`config.mk`:
```
export PLATFORM = sky130hd
export DESIGN_NAME = i2c_target_regfile
export DESIGN_NICKNAME = d
export VERILOG_FILES = /design/src/rtl/i2c_pkg.sv /design/src/rtl/i2c_bus_cond.sv /design/src/rtl/i2c_target_regfile.sv
export SDC_FILE = /design/constraint.sdc
export NUM_CORES = 1
export LEC_CHECK = 0
export CELL_PAD_IN_SITES_DETAIL_PLACEMENT = 0
export CELL_PAD_IN_SITES_GLOBAL_PLACEMENT = 2
export CORE_ASPECT_RATIO = 2
export CORE_MARGIN = 4
export CORE_UTILIZATION = 48
export DETAILED_ROUTE_END_ITERATION = 6
export HOLD_SLACK_MARGIN = 0.03
export PLACE_DENSITY_LB_ADDON = 0.1
export RECOVER_POWER = 50
export REMOVE_ABC_BUFFERS = 1
export SYNTH_ARGS = -nofsm -noshare
export SYNTH_HDL_FRONTEND = slang
export SYNTH_SLANG_ARGS = --single-unit
```
`constraint.sdc`:
```
create_clock -name clk_i -period 11.3 [get_ports clk_i]
set_input_delay 3.39 -clock clk_i [delete_from_list [all_inputs] [get_ports clk_i]]
set_output_delay 3.39 -clock clk_i [all_outputs]
set_load 0.02 [all_outputs]
```
`src/rtl/i2c_pkg.sv`:
```
// i2c_pkg: shared I2C target state encoding and bus constants
package i2c_pkg;
  typedef enum logic [3:0] {
    IDLE, ADDR, ADDR_ACK, PTR, PTR_ACK, WDATA, WDATA_ACK, RDATA, RDATA_ACK, IGNORE
  } i2c_state_t;
  localparam logic I2C_RW_READ = 1'b1;
  localparam logic ACK = 1'b0;
  localparam logic NACK = 1'b1;
endpackage

```
`src/rtl/i2c_bus_cond.sv`:
```
// i2c_bus_cond: synchronizes SCL/SDA and derives START/STOP and SCL edge strobes
module i2c_bus_cond (
  input  logic clk_i,
  input  logic rst_i,
  input  logic scl_i,
  input  logic sda_i,
  output logic sda,
  output logic scl_rise,
  output logic scl_fall,
  output logic start,
  output logic stop
);
  logic [2:0] scl_q, sda_q;
  always_ff @(posedge clk_i or posedge rst_i)
    if (rst_i) begin
      scl_q <= '1;
      sda_q <= '1;
    end else begin
      scl_q <= {scl_q[1:0], scl_i};
      sda_q <= {sda_q[1:0], sda_i};
    end
  assign sda = sda_q[1];
  assign scl_rise = scl_q[1] & ~scl_q[2];
  assign scl_fall = ~scl_q[1] & scl_q[2];
  assign start = scl_q[1] & scl_q[2] & sda_q[2] & ~sda_q[1];
  assign stop = scl_q[1] & scl_q[2] & ~sda_q[2] & sda_q[1];
endmodule

```
`src/rtl/i2c_target_regfile.sv`:
```
// i2c_target_regfile: I2C target with auto-incrementing pointer register file and host side port
module i2c_target_regfile
  import i2c_pkg::*;
#(
  parameter logic [6:0] I2C_ADDR = 7'h50,
  parameter int NUM_REGS = 16,
  localparam int PTR_W = $clog2(NUM_REGS)
) (
  input  logic             clk_i,
  input  logic             rst_i,
  input  logic             scl_i,
  input  logic             sda_i,
  output logic             sda_o,
  output logic             sda_oen_o,
  input  logic [PTR_W-1:0] hst_addr_i,
  output logic [7:0]       hst_rdata_o,
  output logic             wr_stb_o,
  output logic [PTR_W-1:0] wr_addr_o,
  output logic [7:0]       wr_data_o,
  output logic             busy_o
);
  i2c_state_t state, state_n;
  logic sda, scl_rise, scl_fall, start, stop;
  logic [3:0] cnt;
  logic [7:0] shreg, byte_in, cur;
  logic rw, mst_ack, byte_done, ack_fall, match;
  logic [PTR_W-1:0] ptr;
  logic [7:0] regs [NUM_REGS];
  i2c_bus_cond u_cond (
    .clk_i(clk_i), .rst_i(rst_i), .scl_i(scl_i), .sda_i(sda_i),
    .sda(sda), .scl_rise(scl_rise), .scl_fall(scl_fall), .start(start), .stop(stop)
  );
  assign sda_o = 1'b0;
  assign byte_in = {shreg[6:0], sda};
  assign cur = regs[ptr];
  assign byte_done = scl_rise && cnt == 4'd7;
  assign ack_fall = scl_fall && cnt == 4'd8;
  assign match = byte_in[7:1] == I2C_ADDR && I2C_ADDR != 7'd0;
  always_comb begin
    state_n = state;
    if (stop) state_n = IDLE;
    else if (start) state_n = ADDR;
    else case (state)
      ADDR: state_n = byte_done && !match ? IGNORE : ack_fall ? ADDR_ACK : ADDR;
      ADDR_ACK: state_n = scl_fall ? (rw == I2C_RW_READ ? RDATA : PTR) : ADDR_ACK;
      PTR: state_n = ack_fall ? PTR_ACK : PTR;
      PTR_ACK, WDATA_ACK: state_n = scl_fall ? WDATA : state;
      WDATA: state_n = ack_fall ? WDATA_ACK : WDATA;
      RDATA: state_n = scl_fall && cnt == 4'd7 ? RDATA_ACK : RDATA;
      RDATA_ACK: state_n = scl_fall ? (mst_ack == ACK ? RDATA : IGNORE) : RDATA_ACK;
      default: state_n = state;
    endcase
  end
  always_ff @(posedge clk_i or posedge rst_i)
    if (rst_i) state <= IDLE;
    else state <= state_n;
  always_ff @(posedge clk_i or posedge rst_i)
    if (rst_i) begin
      cnt <= '0;
      shreg <= '0;
      rw <= 1'b0;
      mst_ack <= ACK;
      ptr <= '0;
      sda_oen_o <= 1'b0;
      busy_o <= 1'b0;
      wr_stb_o <= 1'b0;
      wr_addr_o <= '0;
      wr_data_o <= '0;
      hst_rdata_o <= '0;
      for (int i = 0; i < NUM_REGS; i++) regs[i] <= '0;
    end else begin
      wr_stb_o <= 1'b0;
      hst_rdata_o <= regs[hst_addr_i];
      if (stop) begin
        sda_oen_o <= 1'b0;
        busy_o <= 1'b0;
      end else if (start) begin
        sda_oen_o <= 1'b0;
        cnt <= '0;
      end else case (state)
        ADDR, PTR, WDATA:
          if (scl_rise && cnt != 4'd8) begin
            shreg <= byte_in;
            cnt <= cnt + 4'd1;
            if (cnt == 4'd7 && state == ADDR) begin
              busy_o <= match;
              rw <= sda;
            end
            if (cnt == 4'd7 && state == PTR) ptr <= byte_in[PTR_W-1:0];
            if (cnt == 4'd7 && state == WDATA) begin
              regs[ptr] <= byte_in;
              wr_stb_o <= 1'b1;
              wr_addr_o <= ptr;
              wr_data_o <= byte_in;
              ptr <= ptr + 1'b1;
            end
          end else if (ack_fall) sda_oen_o <= 1'b1;
        ADDR_ACK, PTR_ACK, WDATA_ACK:
          if (scl_fall) begin
            cnt <= '0;
            shreg <= cur;
            sda_oen_o <= state == ADDR_ACK && rw == I2C_RW_READ && !cur[7];
          end
        RDATA:
          if (scl_fall) begin
            cnt <= cnt + 4'd1;
            shreg <= {shreg[6:0], 1'b0};
            sda_oen_o <= cnt != 4'd7 && !shreg[6];
          end
        RDATA_ACK:
          if (scl_rise) begin
            mst_ack <= sda;
            ptr <= ptr + 1'b1;
          end else if (scl_fall) begin
            cnt <= '0;
            shreg <= cur;
            sda_oen_o <= mst_ack == ACK && !cur[7];
          end
        default: sda_oen_o <= 1'b0;
      endcase
    end
endmodule

```
**Word-level counts from Yosys, hierarchy flattened**

Cells that the tools add are included.

- Register bits after elaboration: 179
- Output and inout bits: 24
- Logic and storage cells: 172

- Order comparisons: 3
- Reductions and logical operators: 35
- Muxes and demuxes: 57
- Equality and inequality tests: 29
- Add/subtract/negate cells: 2
- Bitwise logic cells: 16

Operators by type and width:

| kind | number |
|---|---|
| 128-bit bitwise mux | 1 |
| 8-bit two-way mux | 9 |
| 8-bit binary-select mux with 4-bit select | 2 |
| 4-bit two-way mux | 16 |
| 8-bit demux with 4-bit select | 1 |
| 4-bit != test, second input constant | 8 |
| 8-bit case mux with 4 select lines | 1 |
| 4-bit case mux with 7 select lines | 1 |
| 4-bit by 3-bit == test with 1-bit output, second input constant | 5 |
| 1-bit two-way mux | 18 |
| 6-bit AND reduction | 3 |
| 4-bit case mux with 4 select lines | 1 |
| 5-bit AND reduction | 3 |
| 1-bit logical AND | 13 |
| 3-bit != test, second input constant | 4 |
| 5-bit greater-or-equal comparator, second input constant | 2 |
| 4-bit inverter with 5-bit output | 2 |
| 3-bit two-way mux | 3 |
| 9-bit nonzero test | 1 |
| 4-bit by 1-bit adder with 4-bit output, second input constant | 2 |
| 4-bit by 2-bit == test with 1-bit output, second input constant | 2 |
| 4-bit == test, second input constant | 2 |
| 2-bit != test, second input constant | 4 |
| 4-bit case mux with 2 select lines | 1 |
| 17 further kinds | 37 |

**Longest topological paths before layout**

Gate-level depths: netlist of the first run.

- Depth after elaboration: 11
- Gate-level depth with buffers: 8
- Gate-level depth less buffers: 7

**Hierarchy**

From an unflattened synthesis of the first run, not the netlist that was laid out.

- Cell total of the unflattened synthesis: 720
- Area total of the unflattened synthesis: 9,603.0 um2

Modules (own cells, without submodules):

| module | times used | area an instance (um2) | cells each |
|---|---|---|---|
| i2c_target_regfile | 1 | 9,409.0 | 709 |
| i2c_bus_cond | 1 | 193.9 | 11 |

**Worst setup path before layout of the first run**

Ideal clock, no wire load.

- Kind: input to register
- Start point: input hst_addr_i[0]
- End point: register hst_rdata_o[0]
- Data required time: 11.162 ns
- Stages on the path: 4
- Setup slack: 6.282 ns
- Library setup time: 0.138 ns
- Path buffers: 2
- Arrival time: 4.880 ns
- Cell sequence: clkbuf_1 > buf_2 > mux4_2 > mux4_2

- Longest elaborated chain between the ends: 4

RTL lines:

| what | line | source |
|---|---|---|
| start: declaration | i2c_target_regfile.sv:15 | `input logic [PTR_W-1:0] hst_addr_i,` |
| 4-bit inverter with 5-bit output (implied by the code) | i2c_target_regfile.sv:73 | `hst_rdata_o <= regs[hst_addr_i];` |
| 8-bit binary-select mux with 4-bit select | i2c_target_regfile.sv:73 |  |
| 8-bit two-way mux (implied by the code) (2 in a row) | i2c_target_regfile.sv:73 |  |
| end signal: assignment | i2c_target_regfile.sv:73 |  |
| end: declaration | i2c_target_regfile.sv:16 | `output logic [7:0] hst_rdata_o,` |

Every way passes these cells. The select of a mux whose other input is x is not followed.
A chain may end at the register's enable or synchronous reset.

==> summary.txt, run 1 <==
Status - finished with violations
Failing checks - capacitance limit, slew limit
Clock share of power - 37.6%
CP max stage delay - 1480 ps
CP cell instances - dlygate4sd3_1 -> clkinvlp_2 -> buf_4 -> buf_4
CTS tree - built
Critical path arrival - 7110 ps
Final clock skew - 7.902 ps
Detail Route Antenna Nets - 0
Net switching power - 0.4596 mW
Initial DRC Count - 352
Seq pwr share - 49.9%
Top FF cell, synth - dfrtp_1
Tot Pwr - 1.499 mW
Post-Route WL - 25010 microns
P_leak - 4.599 nW
Seq/Total Area, Yosys - 48.03%
First-pass GRT wire length - 38180 microns
Switching Share - 30.66%
Core Area - 18920 sq um
Power Internal - 1.039 mW
Clk sinks - 178
TritonCTS buffer count - 17
Synth unique cells - 59
WL/cell - 27.04 microns
Worst vdd ir - 0.1036 mV
Final Hold Fails - 0
Share of post-route cells with drive strength above 1 - 25.07%
Die area - 21780 sq um
HPWL Detailed - 16120 microns
Vias - 5803
# rows - 71
Hold WS - 364.6 ps
# setup viols final - 0
Worst slack, placed - 5373 ps
CP endpoint kind - async pin
Clock-pin slew on the worst setup and hold paths - 70 ps
Min-Delay Path Class - register to register
Setup tns final - 0 ps
Minimum clock period - 6620 ps
Final net count - 671
WS Path Type - input pin to async pin
Vias in the first global route - 6270
Total track usage - 24.40%
CTS H-tree lvls - 4
Synth Warn # - 0
RSZ-0062 raised after global routing - no
Die Wd - 106.4 microns
Total global routing overflow - 0
Power per standard cell area - 147.5 nW/um^2
Cts repair resizes - 0
Initial antenna violation count - 0
# diodes - 0
Placed Area - 9758 sq um
Crit path buffers/inverters - 4
Synth Register Bits - 178
Critical Path Start Type - input pin
Final worst-path cycle share - 58.59%
CP max stage cell - clkinvlp_2
Post-synth EDFFs - 0
CTS root buffer - clkbuf_16
Clk buf depth - 2
Skew-Pair Late Insertion Delay - 430 ps
Combinational power share - 12.6%
Port Buffers - 30
Initial Util - 49.10%
Critical Path Most Common Cell - buf_4
Routability cong. - 0.8474
Final WS setup - 4680 ps
Post-Layout Inst Area - 10160 sq um
Worst Path Max Fanout - 75
Largest delay contributor family on the critical path - buffers and inverters
Syn Inst Count - 652
Max-cap violations - 3
Critical Path RT - 11790 ps
Largest net degree at the start of global routing - 76
Cts hold-fix bufs - 0
Via density - 6.274
Drt first pass iters - 5
Syn Area/Cell - 14.25 sq um
FFs w/ async S/R, synth - 100.0%
Layout area overhead - 9.374%
# IOs - 32
Final-layout fill cell count - 1590
F_max - 151.1 MHz
Residual DRC - 0
Die height - 204.7 microns
Post-Syn Area - 9290 sq um
Slew @ Worst Pin - 3164 ps
Slew headroom - -110.9%
Setup bufs post-CTS - 0
Pins Over Slew Limit - 128
-- layout by cell type (no fill, tap or decap), types with 3 or more instances in the layout --
cell / n
a22oi_1: 16
nand3b_1: 4
nand3_1: 19
a211oi_1: 3
dfstp_1: 3
and3_1: 8
nand2b_1: 4
nor3_1: 4
nor2b_1: 4
o31ai_1: 5
nor2_1: 19
o21ai_0: 12
mux2_2: 50
nor3b_1: 3
clkinv_4: 3
clkinvlp_4: 4
nand2_1: 15
dfrtp_1: 171
ha_1: 6
dlygate4sd3_1: 3
dfstp_2: 3
o22ai_1: 3
buf_4: 8
clkbuf_8: 4
clkbuf_1: 5
a31oi_1: 4
clkbuf_16: 17
inv_1: 7
clkdlybuf4s50_1: 26
a21oi_1: 33
mux4_2: 72
mux2_1: 91
-- worst reg2reg max path, cell delays in order, from the launching register on --
cell      delay, ps
dfrtp_2         340
clkbuf_1       2220
inv_1           410
ha_1            450
nand3_1         620
mux2_2          420
-- flip-flops by register name, summed over array words and instances (netlist names) --
name,count
busy_o,1
cnt,4
hst_rdata_o,8
mst_ack,1
ptr,4
regs,128
rw,1
sda_oen_o,1
shreg,7
state,4
u_cond.scl_q,3
u_cond.sda_q,3
wr_addr_o,4
wr_data_o,8
wr_stb_o,1
-- power groups by stage --
| stage | logic (mW) | clock network, mW | registers [mW] |
|---|---|---|---|
| final | 0.188 | 0.563 | 0.747 |
| after global routing | 0.207 | 0.605 | 0.756 |
| after CTS | 0.200 | 0.574 | 0.748 |
| after floorplan | 0.120 | 0 | 0.736 |
| after detailed placement | 0.199 | 0 | 0.760 |
| after global placement | 0.195 | 0 | 0.758 |
-- area by class of cell --
| class | count | area (sq um) | share of cell area [%] |
|---|---|---|---|
| clock buffer | 23 | 488.0 | 4.802 |
| clock inverter | 9 | 73.82 | 0.7265 |
| inverter | 8 | 31.28 | 0.3078 |
| multi-input combinational | 411 | 4419 | 43.49 |
| sequential | 178 | 4463 | 43.92 |
| tap | 255 | 319.1 | 3.140 |
| timing repair buffer | 41 | 366.6 | 3.608 |
-- path summary, 6_finish.rpt --
check,slack [ps],startpoint,depth (start not counted),to
worst max-delay path,4680,rst_i,4,ptr[0]$_DFFE_PP0P_
worst min-delay path,360,u_cond.sda_q[0]$_DFF_PP1_,0,u_cond.sda_q[1]$_DFF_PP1_
worst max register to register,6720,ptr[0]$_DFFE_PP0P_,5,regs[126]$_DFFE_PP0P_
worst min register to register,360,u_cond.sda_q[0]$_DFF_PP1_,0,u_cond.sda_q[1]$_DFF_PP1_
max in group clk_i,6420,hst_addr_i[1],4,hst_rdata_o[6]$_DFF_PP0_
min in group asynchronous,4140,rst_i,2,wr_data_o[7]$_DFFE_PP0P_
-- kinds of logic (layout without fill, tap and decap cells) --
group | Yosys count | count (layout) | synth area share [%]
xor+xnor | 2 | 2 | 0.1886
buf+inv | 63 | 81 | 2.882
flops | 178 | 178 | 48.03
fa+ha+maj | 6 | 6 | 0.8081
mux | 214 | 214 | 34.65
other cells | 1 | 1 | 0.04037
compound gates | 92 | 92 | 6.398
simple gates | 96 | 96 | 7.003
-- routing by layer --
| layer | GRT usage, % | routed length (microns) | vias up | share of wire, % |
|---|---|---|---|---|
| met5 | 0 | 0 | - | 0 |
| met4 | 16.21 | 1536 | 0 | 6.1 |
| met3 | 3.343 | 706 | 67 | 2.8 |
| met2 | 42.83 | 13500 | 178 | 54 |
| met1 | 27.28 | 9263 | 3050 | 37 |
| li1 | - | - | 2508 | - |
-- through the flow --
stage | utilization [%] | instances
detailed placement | 51.57 | 893
finish | 53.70 | 925
floorplan | - | 597
global placement | 51.57 | 893
CTS | 54.54 | 925
global route | 53.70 | 925
-- synthesized netlist by cell type (all sizes together) (3+ instances only) --
cell type,number,area (sq um)
a21oi,33,165.2
ha,6,75.07
mux2,141,1588
o31ai,5,37.54
a31oi,4,25.02
nand3b,4,30.03
inv,8,30.03
nor3b,3,22.52
dfstp,6,157.7
nand2b,4,25.02
o22ai,3,18.77
nand2,15,56.30
nor2b,4,25.02
o21ai,14,70.06
nand3,19,215.2
nor3,4,20.02
and3,8,50.05
a22oi,16,120.1
a211oi,3,22.52
mux4,72,1622
dfrtp,172,4304
buf,25,125.1
nor2,21,86.33
clkbuf,30,112.6
No activity file was read; power rests on OpenSTA's default activity.
==> inputs of run 2 (changes only) <==
- CORE_UTILIZATION: 48 -> 45
- clock period: 11.3 -> 6.5 ns (I/O delays scaled with it)
==> summary.txt, run 2 (synthesis results as in run 1) <==
First-pass GRT wire length - 38560 microns (was 38180 microns)
CP max stage cell - clkbuf_1 (was clkinvlp_2)
Max-cap violations - 1 (was 3)
Slew headroom - -117.9% (was -110.9%)
HPWL Detailed - 16140 microns (was 16120 microns)
Slew @ Worst Pin - 3269 ps (was 3164 ps)
Detail Route Antenna Nets - 0 (unchanged)
Worst vdd ir - 0.2094 mV (was 0.1036 mV)
Drt first pass iters - 6 (was 5)
Share of post-route cells with drive strength above 1 - 26.80% (was 25.07%)
# IOs - 32 (unchanged)
CP max stage delay - 2290 ps (was 1480 ps)
# rows - 74 (was 71)
Worst r2r src - ptr[0]$_DFFE_PP0P_ (unchanged)
Worst Path Max Fanout - 38 (was 75)
CTS H-tree lvls - 4 (unchanged)
Most common cell after layout, fill and taps aside - dfrtp_1 (unchanged)
Initial Util - 45.61% (was 49.10%)
Layout area overhead - 11.11% (was 9.374%)
Largest net degree at the start of global routing - 92 (was 76)
Total global routing overflow - 0 (unchanged)
# diodes - 0 (unchanged)
Die Wd - 109.6 microns (was 106.4 microns)
Final worst-path cycle share - 68.54%
Failing checks - capacitance limit, slew limit (unchanged)
Initial DRC Count - 373 (was 352)
# setup viols final - 0 (unchanged)
WL/cell - 26.74 microns (was 27.04 microns)
CP cell instances - clkbuf_1 -> ha_1 -> and3_1 -> mux2_1 (was dlygate4sd3_1 -> clkinvlp_2 -> buf_4 -> buf_4)
CP endpoint kind - register (was async pin)
Worst hold path startpoint - u_cond.sda_q[0]$_DFF_PP1_ (unchanged)
Commonest non-fill, non-tap cells in the layout - 171 x dfrtp_1, 91 x mux2_1, 72 x mux4_2, 50 x mux2_2, 33 x a21oi_1 (unchanged)
Vias - 5751 (was 5803)
Initial antenna violation count - 0 (unchanged)
Skew-Pair Late Insertion Delay - 440 ps (was 430 ps)
Routability cong. - 0.8012 (was 0.8474)
CTS root buffer - clkbuf_16 (unchanged)
TritonCTS buffer count - 17 (unchanged)
Via density - 6.157 (was 6.274)
Minimum clock period - 4455 ps
Reg-to-reg endpoint - regs[70]$_DFFE_PP0P_ (was regs[126]$_DFFE_PP0P_)
Critical path arrival - 4780 ps (was 7110 ps)
WS Path Type - register to register (was input pin to async pin)
Biggest regs - regs: 128 flops, hst_rdata_o: 8 flops, wr_data_o: 8 flops (unchanged)
Tot Pwr - 2.666 mW (was 1.499 mW)
CTS tree - built (unchanged)
Cts hold-fix bufs - 0 (unchanged)
Critical Path Start Type - register (was input pin)
RSZ-0062 raised after global routing - no (unchanged)
F_max - 224.5 MHz
Total track usage - 23.31% (was 24.40%)
Final clock skew - 8.377 ps (was 7.902 ps)
Clk buf depth - 2 (unchanged)
Final Hold Fails - 0 (unchanged)
Status - finished with violations (unchanged)
Largest Register - regs (unchanged)
Power per standard cell area - 258.3 nW/um^2 (was 147.5 nW/um^2)
Post-Route WL - 24980 microns (was 25010 microns)
Setup bufs post-CTS - 0 (unchanged)
Die area - 23150 sq um (was 21780 sq um)
Cts repair resizes - 0 (unchanged)
Post-route insts no fill - 934 (was 925)
Final net count - 669 (was 671)
WHS Endpoint - u_cond.sda_q[1]$_DFF_PP1_ (unchanged)
Max reg flops - 128 (unchanged)
Core Area - 20370 sq um (was 18920 sq um)
Clock-pin slew on the worst setup and hold paths - 60 ps (was 70 ps)
Critical Path RT - 6820 ps (was 11790 ps)
Pins Over Slew Limit - 39 (was 128)
Residual DRC - 0 (unchanged)
Die height - 211.2 microns (was 204.7 microns)
Min-Delay Path Class - register to register (unchanged)
Clk sinks - 178 (unchanged)
FF-to-FF setup slack - 2040 ps (was 6720 ps)
Vias in the first global route - 6292 (was 6270)
P_leak - 4.632 nW (was 4.599 nW)
FF-to-FF path depth - 4 (was 5)
Port Buffers - 30 (unchanged)
Placed instance count - 902 (was 893)
Hold path cells - 0 (unchanged)
## run 2: cell count changes in the layout (fill, tap and decap cells not counted), moves of 2 or more
cell,previous run,this run
nand3_2,0,4
nand3_1,19,7
buf_4,8,6
bufinv_16,0,2
clkinvlp_4,4,0
nand3_4,0,8
clkinv_2,0,4
## run 2: how the worst max path moves through the flow
stage                  startpoint  cells after the start                       end  slack, ps
6_report       ptr[0]$_DFFE_PP0P_                      4      regs[70]$_DFFE_PP0P_       2040
5_1_grt        ptr[0]$_DFFE_PP0P_                      5     regs[104]$_DFFE_PP0P_       1540
4_1_cts        cnt[0]$_DFFE_PP0P_                      6      regs[38]$_DFFE_PP0P_       2800
3_5_place_dp        hst_addr_i[0]                      4  hst_rdata_o[0]$_DFF_PP0_       2330
3_3_place_gp        hst_addr_i[0]                      4  hst_rdata_o[6]$_DFF_PP0_       2370
2_1_floorplan               rst_i                      1        busy_o$_DFFE_PP0P_       -270
## run 2: routing by layer
metal  vias to the layer above  track usage (%)  part of all wire (%)
met1                      3049            26.44                    37
met3                        51            3.977                   3.5
met2                       146            41.84                    56
met5                         -                0                     0
met4                         0            10.68                   4.3
li1                       2505                -                     -
## run 2: critical path, delay by kind of cell, from the launching register on
kind / cells / cell delay, ps
DFF: 1 / 330
buffers and inverters: 1 / 2290
and+or+nand+nor: 1 / 710
muxes: 1 / 380
adders and majority gates: 1 / 590
## run 2: area by class of cell
type | count | area [sq um]
Tap cell | 266 | 332.8
Timing Repair Buffer | 39 | 367.9
Inverter | 8 | 35.03
Sequential cell | 178 | 4463
Clock buffer | 23 | 478.0
Clock inverter | 9 | 106.4
Fill cell | 1765 | 10050
Multi-Input combinational cell | 411 | 4539
## run 2: metrics by stage
step	hold WS (ps)	TNS (ps)	setup WS (ps)	instance area (sq um)	utilization, %
floorplan	345.2	-46500	-270.3	9052	-
global placement	349.7	0	2369	9769	47.96
detailed placement	347.9	0	2334	9769	47.96
CTS	359.4	0	2799	10350	50.83
global route	367.8	0	1540	10320	50.68
finish	362.4	0	2045	10320	50.68
## run 2: power breakdown
part           total (mW)  switching (mW)  internal, mW
registers            1.30           0.154          1.15
clock network        1.03           0.431         0.596
logic               0.335           0.211         0.125
total                2.67           0.795          1.87
